$ cat config.mk
export PLATFORM = sky130hd
export DESIGN_NAME = axil_rr_arbiter
export DESIGN_NICKNAME = d
export VERILOG_FILES = /design/src/rtl/axil_rr_arbiter.sv
export SDC_FILE = /design/constraint.sdc
export NUM_CORES = 1
export LEC_CHECK = 0
export ABC_AREA = 1
export BUFFER_PORTS_ARGS = -buffer_cell sky130_fd_sc_hd__buf_2
export CAP_MARGIN = 20
export CORE_AREA = 2 2 111 113
export DETAILED_ROUTE_END_ITERATION = 6
export DIE_AREA = 0 0 113 115
export GPL_TIMING_DRIVEN = 0
export PLACE_DENSITY = 0.57
export SLEW_MARGIN = 25
export SYNTH_ARGS = -nofsm -noshare
export SYNTH_HDL_FRONTEND = slang
export SYNTH_SLANG_ARGS = --single-unit
$ cat constraint.sdc
create_clock -name clk -period 1.44 [get_ports clk]
set_input_delay 0.072 -clock clk [delete_from_list [all_inputs] [get_ports clk]]
set_output_delay 0.072 -clock clk [all_outputs]
set_load 0.05 [all_outputs]
$ cat src/rtl/axil_rr_arbiter.sv
// Round-robin arbiter that shares one AXI-Lite slave between NUM AXI-Lite masters.
// Exactly one complete write (AW+W+B) or read (AR+R) is granted at a time.
module axil_rr_arbiter #(
    parameter int NUM    = 2,
    parameter int ADDR_W = 6,
    localparam int GW    = (NUM > 1) ? $clog2(NUM) : 1
) (
    input  logic                  clk,
    input  logic                  rst,

    input  logic [NUM*ADDR_W-1:0] s_awaddr,
    input  logic [NUM-1:0]        s_awvalid,
    output logic [NUM-1:0]        s_awready,
    input  logic [NUM*32-1:0]     s_wdata,
    input  logic [NUM*4-1:0]      s_wstrb,
    input  logic [NUM-1:0]        s_wvalid,
    output logic [NUM-1:0]        s_wready,
    output logic [NUM*2-1:0]      s_bresp,
    output logic [NUM-1:0]        s_bvalid,
    input  logic [NUM-1:0]        s_bready,
    input  logic [NUM*ADDR_W-1:0] s_araddr,
    input  logic [NUM-1:0]        s_arvalid,
    output logic [NUM-1:0]        s_arready,
    output logic [NUM*32-1:0]     s_rdata,
    output logic [NUM*2-1:0]      s_rresp,
    output logic [NUM-1:0]        s_rvalid,
    input  logic [NUM-1:0]        s_rready,

    output logic [ADDR_W-1:0]     m_awaddr,
    output logic                  m_awvalid,
    input  logic                  m_awready,
    output logic [31:0]           m_wdata,
    output logic [3:0]            m_wstrb,
    output logic                  m_wvalid,
    input  logic                  m_wready,
    input  logic [1:0]            m_bresp,
    input  logic                  m_bvalid,
    output logic                  m_bready,
    output logic [ADDR_W-1:0]     m_araddr,
    output logic                  m_arvalid,
    input  logic                  m_arready,
    input  logic [31:0]           m_rdata,
    input  logic [1:0]            m_rresp,
    input  logic                  m_rvalid,
    output logic                  m_rready,

    output logic [GW-1:0]         grant,
    output logic                  busy
);

    typedef enum logic [2:0] {
        IDLE    = 3'd0,
        WR_ADDR = 3'd1,
        WR_RESP = 3'd2,
        RD_ADDR = 3'd3,
        RD_DATA = 3'd4
    } state_t;

    state_t          state_q, state_d;
    logic [GW-1:0]   grant_q, grant_d;
    logic [GW-1:0]   ptr_q, ptr_d;
    logic            aw_done_q, aw_done_d;
    logic            w_done_q, w_done_d;

    logic [NUM-1:0]  wreq, rreq, req;
    logic [NUM-1:0]  req_rot, wreq_rot;
    logic            found, pick_wr;
    int              pick_i, next_i;
    int              gsel;
    logic            aw_hs, w_hs, b_hs, ar_hs, r_hs;

    assign wreq = s_awvalid;
    assign rreq = s_arvalid;
    assign req  = wreq | rreq;

    // Rotate so bit 0 is the master at ptr; the first set bit is the next winner.
    assign req_rot  = (req  >> ptr_q) | (req  << (NUM - int'(ptr_q)));
    assign wreq_rot = (wreq >> ptr_q) | (wreq << (NUM - int'(ptr_q)));

    assign gsel  = int'(grant_q);
    assign aw_hs = m_awvalid & m_awready;
    assign w_hs  = m_wvalid  & m_wready;
    assign b_hs  = m_bvalid  & m_bready;
    assign ar_hs = m_arvalid & m_arready;
    assign r_hs  = m_rvalid  & m_rready;

    always_ff @(posedge clk) begin
        if (rst) begin
            state_q   <= IDLE;
            grant_q   <= '0;
            ptr_q     <= '0;
            aw_done_q <= 1'b0;
            w_done_q  <= 1'b0;
        end else begin
            state_q   <= state_d;
            grant_q   <= grant_d;
            ptr_q     <= ptr_d;
            aw_done_q <= aw_done_d;
            w_done_q  <= w_done_d;
        end
    end

    always_comb begin
        state_d   = state_q;
        grant_d   = grant_q;
        ptr_d     = ptr_q;
        aw_done_d = aw_done_q;
        w_done_d  = w_done_q;
        found     = 1'b0;
        pick_wr   = 1'b0;
        pick_i    = 0;
        next_i    = 0;
        for (int k = 0; k < NUM; k++) begin
            if (!found && req_rot[k]) begin
                found   = 1'b1;
                pick_wr = wreq_rot[k];
                pick_i  = int'(ptr_q) + k;
                if (pick_i >= NUM) pick_i = pick_i - NUM;
            end
        end
        next_i = (pick_i + 1 >= NUM) ? 0 : pick_i + 1;

        case (state_q)
            IDLE: begin
                if (found) begin
                    grant_d = pick_i[GW-1:0];
                    ptr_d   = next_i[GW-1:0];
                    state_d = pick_wr ? WR_ADDR : RD_ADDR;
                end
            end
            WR_ADDR: begin
                aw_done_d = aw_done_q | aw_hs;
                w_done_d  = w_done_q  | w_hs;
                if (aw_done_d && w_done_d) begin
                    aw_done_d = 1'b0;
                    w_done_d  = 1'b0;
                    state_d   = WR_RESP;
                end
            end
            WR_RESP: if (b_hs)  state_d = IDLE;
            RD_ADDR: if (ar_hs) state_d = RD_DATA;
            RD_DATA: if (r_hs)  state_d = IDLE;
            default: state_d = IDLE;
        endcase
    end

    always_comb begin
        s_awready = '0;
        s_wready  = '0;
        s_bresp   = '0;
        s_bvalid  = '0;
        s_arready = '0;
        s_rdata   = '0;
        s_rresp   = '0;
        s_rvalid  = '0;
        m_awaddr  = s_awaddr[gsel*ADDR_W +: ADDR_W];
        m_wdata   = s_wdata[gsel*32 +: 32];
        m_wstrb   = s_wstrb[gsel*4 +: 4];
        m_araddr  = s_araddr[gsel*ADDR_W +: ADDR_W];
        m_awvalid = 1'b0;
        m_wvalid  = 1'b0;
        m_bready  = 1'b0;
        m_arvalid = 1'b0;
        m_rready  = 1'b0;
        grant     = grant_q;
        busy      = (state_q != IDLE);

        case (state_q)
            WR_ADDR: begin
                // Each channel is masked once it has completed so it is issued only once.
                m_awvalid          = s_awvalid[grant_q] & ~aw_done_q;
                m_wvalid           = s_wvalid[grant_q]  & ~w_done_q;
                s_awready[grant_q] = m_awready & ~aw_done_q;
                s_wready[grant_q]  = m_wready  & ~w_done_q;
            end
            WR_RESP: begin
                m_bready               = s_bready[grant_q];
                s_bvalid[grant_q]      = m_bvalid;
                s_bresp[gsel*2 +: 2]   = m_bresp;
            end
            RD_ADDR: begin
                m_arvalid          = s_arvalid[grant_q];
                s_arready[grant_q] = m_arready;
            end
            RD_DATA: begin
                m_rready               = s_rready[grant_q];
                s_rvalid[grant_q]      = m_rvalid;
                s_rdata[gsel*32 +: 32] = m_rdata;
                s_rresp[gsel*2 +: 2]   = m_rresp;
            end
            default: ;
        endcase
    end

endmodule

# == Word-level counts from Yosys, hierarchy flattened ==
# Index checks and enable logic that the tools add are counted.
# totals
memories,0
ramBits,0
mem_bits_ro,0
word_cells,115
latchBits,0
regBits,7
in_bits,149
# op_classes
shifts,13
mul,1
add_sub_neg,7
magnitude_cmp,5
n_reduce_logical,8
n_eq_ne,9
muxes,43
bitwise,24
div,0
# ops
cell,n
32-bit 2-to-1 mux,4
2-bit by 33-bit indexed part select with 4-bit output,2
64-bit bitwise AND,1
64-bit 2-to-1 mux,1
"32-bit by 33-bit variable shift with 64-bit output, first input constant",1
32-bit by 33-bit indexed part select with 64-bit output,1
64-bit by 7-bit indexed part select with 32-bit output,1
2-bit by 32-bit left shift with 2-bit output,2
2-bit negation with 33-bit output,1
6-bit negation with 33-bit output,1
"2-bit by 33-bit variable shift with 4-bit output, first input constant",1
"32-bit by 2-bit adder with 32-bit output, second input constant",1
"32-bit by 3-bit >= comparator with 1-bit output, second input constant",1
12-bit by 32-bit indexed part select with 6-bit output,1
1-bit 2-to-1 mux,23
3-bit 2-to-1 mux,5
3-bit one-hot mux with 5 select lines,1
2-bit 2-to-1 mux,6
12-bit by 5-bit indexed part select with 6-bit output,1
2-bit bitwise AND,5
"2-bit != test, second input constant",5
1-bit bitwise AND,9
4-bit bitwise AND,2
4-bit 2-to-1 mux,2
24 further kinds,32

# == Longest topological paths before layout ==
# depth
depth_word,10
depth_mapped,12
mapped_depth_nobuf,11

# == Least setup slack after synthesis ==
# Ideal clock, no wire load.
# synth_path
path_type,reg2out
startpoint,register grant_q (netlist: grant)
endpoint,output port s_bresp[2]
stages_incl_launch_ff,6
arrival_ns,2.363
n_path_buf,3
slack_ns,-0.995
cell_sequence,dfxtp_1 -> buf_2 -> inv_2 -> buf_2 -> buf_2 -> nor3_1
# synth_via
elab_chain_len,4
word_cells_on_any_way,5
# synth_lines
item,line,text
"start, declared",60,"logic [GW-1:0] grant_q, grant_d;"
"start signal, assigned",96,grant_q <= grant_d;
2-bit negation with 33-bit output *,179,s_bresp[gsel*2 +: 2] = m_bresp;
2-bit by 33-bit indexed part select with 4-bit output or 2-bit by 33-bit variable shift with 4-bit output (tied branches),179,
4-bit bitwise AND (no source line) *,--,
4-bit 2-to-1 mux *,168,case (state_q)
"end, declared",18,"output logic [NUM*2-1:0] s_bresp,"
# Mark *: on every way between the ends. The rest lies on a longest branch, timed or not.

# == Final worst setup path ==
# layout_path
startpoint,register state_q[0]
endpoint,output port s_bresp[0]
# layout_via
elab_chain_len,2
# layout_lines
item,line,text
"start, declared",59,"state_t state_q, state_d;"
"start signal, assigned",95,state_q <= state_d;
3-bit by 2-bit equality test with 1-bit output,168,
4-bit 2-to-1 mux,168,
# Every way passes these cells.

==> flow_summary.yaml <==
setup_path:
  maximum_fanout_encountered_on_the_critical_timing_path: 5
  critical_path_class: "flip-flop to output port"
  cp_num_buf_inv: 4
  crit_reg_reg_startpoint: "state_q[2]"
  start_kind: "flip-flop"
  crit_top_cell: "sky130_fd_sc_hd__nor3_4"
  critPathMaxStageDelay_ns: 0.35
  worst_path_dominant_cell_family: "buffers and inverters"
  setup.worst_path.end_class: "output port"
  cp_data_arrival_time_ns: 1.55
  crit_path_cell_trace: "buf_4 > nor3_4 > clkinv_4 > buf_12 > nor3_4 > buf_6"
  critPathSlowestCell: "sky130_fd_sc_hd__dfxtp_4"
  worst-endpoint-required_ns: 1.37
  critical_path.startpoint: "state_q[0]"
route:
  route.antenna.remaining_nets: 0
  detail_route.first_pass.iterations: 7
  detail_route.vias_per_cell: 4.17
  wl_per_cell_microns: 14.6
  drt_iter0_markers: 154
  total_via_count_in_the_routed_design: 3640
  drc: 20
  routed_wl_microns: 12800
timing:
  hold_viol: 0
  worst_clock_skew_ns: 0.00355
  timing.final.crit_share_pct: 113
  worstMarginPinSlew_ns: 0.258
  period_minus_slack_ns: 1.62
  fmax_ghz: 0.615
  timing.final.max_slew_violations: 0
  timing.slew.headroom_pct: 82.9
  finalSetupViolCount: 128
  finalSetupTns_ns: -11.86
  post-route-worst-setup-slack_ns: -0.185
  rsz0062_at_grt: "true"
global_route:
  grt_start_max_net_pins: 11
  wire_length_of_the_first_global_routing_pass_microns: 16200
  grt.met1_usage_pct: 16.9
  globalRoute.busiestLayer: "met2"
  grt_util_all_layers_pct: 15.5
  first_global_vias: 3263
  grt_antenna_before_repair: 0
  gr-usage-met2_pct: 30.7
  grt-ovfl-total: 0
  gr-usage-met3_pct: 3.37
synthesis:
  yosys_warnings: 0
  synth_cell_types: 19
  post_synthesis_mean_instance_area_sq_um: 4.43
  yosys-top-cells-area: "sky130_fd_sc_hd__nand2_1, sky130_fd_sc_hd__nor2_1, sky130_fd_sc_hd__inv_1, sky130_fd_sc_hd__dfxtp_1, sky130_fd_sc_hd__buf_2"
  post_synth_instance_area_sq_mm: 0.00174
  synth_seq_cells: 7
  post-synth-top-area-cell: "sky130_fd_sc_hd__nand2_1"
  share_of_synthesized_area_occupied_by_flip_flops_and_latches_pct: 8.05
  synth_largest_type_area_fraction_pct: 40.8
  syn-instance-count: 393
  synthesis.nets: 542
clock_network:
  cts_buffers: 3
  htree_num_levels: 1
  clk_transition_reported_paths_ns: 0.04
  clk_latency_ns: 0.23
  cts_tree: "done"
  clock_path_buffers: 2
  cts_root_buf: "sky130_fd_sc_hd__clkbuf_16"
  cts_num_sinks: 7
finish:
  post_route_cells_drive_above_1_share_pct: 76.3
  nNetsFinal: 875
  commonest_cells_after_routing_fill_and_taps_aside: "sky130_fd_sc_hd__buf_2, sky130_fd_sc_hd__nand2_1, sky130_fd_sc_hd__buf_6"
  area_delta_synth_final_pct: 277
  n_fill_cell: 1070
  layout.cells.most_common: "sky130_fd_sc_hd__buf_2"
  diodes: 0
power:
  static-leakage-power_uw: 0.00335
  maximum_ir_drop_on_the_vdd_rail_mv: 1.02
  cellPowerDensity_mw_per_mm2: 1340
  p_total_uw: 8780
hold_path:
  min-delay-start: "rst"
  holdCritPathClass: "input port to flip-flop"
die:
  rows: 40
  boundaryPins: 286
  initial_utilization_pct: 14.7
  design.die.area_sq_mm: 0.0130
  die_width_microns: 113
  core_sq_mm: 0.0118
  chipHeight_microns: 115
run_status:
  status: "finished with violations"
  violations: "design-rule violations, negative setup slack"
place:
  routabilityCongestion: 0.755
  dp_hpwl_microns: 8260
  numPortBuffers: 285
job:
  drv.max_cap_violation_count: 0
[path summary, 6_finish.rpt]
kind,endpoint,slack [ns],cells after the start
worst max-delay path,s_bresp[0],-0.18,6
worst min-delay path,state_q[2],0.05,2
worst max register to register,state_q[1],0.01,12
worst min register to register,ptr_q,0.46,2
[worst reg2reg max path: stages (launching register included)]
cell and delay (ns):
sky130_fd_sc_hd__dfxtp_4 0.35, sky130_fd_sc_hd__inv_4 0.04, sky130_fd_sc_hd__nor3_4 0.21, sky130_fd_sc_hd__buf_6 0.17, sky130_fd_sc_hd__buf_4 0.12, sky130_fd_sc_hd__buf_6 0.08
sky130_fd_sc_hd__nand2_2 0.06, sky130_fd_sc_hd__nand2_1 0.07, sky130_fd_sc_hd__nor2_1 0.04, sky130_fd_sc_hd__nand3_1 0.06, sky130_fd_sc_hd__nand2_1 0.05, sky130_fd_sc_hd__nand2_1 0.05
sky130_fd_sc_hd__inv_1 0.03
[cell usage after synthesis]
master / count
sky130_fd_sc_hd__inv_2: 2
sky130_fd_sc_hd__buf_6: 6
sky130_fd_sc_hd__nor2_1: 76
sky130_fd_sc_hd__o21ai_0: 2
sky130_fd_sc_hd__nand3_1: 7
sky130_fd_sc_hd__nor3_4: 1
sky130_fd_sc_hd__and3_1: 1
sky130_fd_sc_hd__a21oi_1: 6
sky130_fd_sc_hd__nand4_1: 1
sky130_fd_sc_hd__nand2_1: 189
sky130_fd_sc_hd__nand3_2: 1
sky130_fd_sc_hd__o21ai_2: 1
sky130_fd_sc_hd__buf_2: 14
sky130_fd_sc_hd__nor3_2: 2
sky130_fd_sc_hd__dfxtp_1: 7
sky130_fd_sc_hd__nor3_1: 13
sky130_fd_sc_hd__nand2_2: 2
sky130_fd_sc_hd__inv_1: 59
sky130_fd_sc_hd__nor2_2: 3
[power breakdown]
group	internal, uW	leakage [uW]	total (uW)	switching (uW)
logic	3280	0.00325	7920	4640
registers	261	0.0000597	372	111
clock network	369	0.0000382	482	112
[final cells by class]
class,count,area [sq um],area share (%)
repair buffers,327,3110,47.4
flip-flops and latches,7,153,2.32
plain buffers,19,314,4.78
multi-input cells,307,2470,37.7
clock buffers,4,78.8,1.20
inverters,61,251,3.83
well taps,147,184,2.80
[state kept, by name, indices dropped and copies added, names as in the netlist]
| name | count |
|---|---|
| state_q | 3 |
| grant | 1 |
| ptr_q | 1 |
| aw_done_q | 1 |
| w_done_q | 1 |
[layer usage]
layer / vias up / wire length, microns
met5: - / 0
met1: 1634 / 4310
met3: 13 / 940
met4: 0 / 153
li1: 1818 / -
met2: 175 / 7370
[repair_timing]
item	CTS	global route
hold buffers	0	0
gates resized for setup	322	253
pin swaps	5	13
setup endpoints to repair	136	140
buffers inserted	18	10
cloned	3	13
[through the flow]
stage | cells | worst slack (ns) | utilization [%] | hold WS (ns) | cell area [sq um]
global placement | 825 | -0.390 | 33.1 | 0.301 | 3910
detailed placement | 825 | -0.394 | 33.1 | 0.303 | 3910
CTS | 849 | -0.134 | 44.0 | 0.0459 | 5200
floorplan | 393 | -0.228 | - | 0.141 | 2300
finish | 872 | -0.185 | 55.6 | 0.0495 | 6570
global route | 872 | -0.259 | 55.6 | 0.0603 | 6570
[logic make-up after synthesis]
logic type | share of synthesized area [%]
buf+inv | 21.1
compound gates | 2.80
flops | 8.05
simple gates | 68.1
No activity file was read; power rests on OpenSTA's default activity.
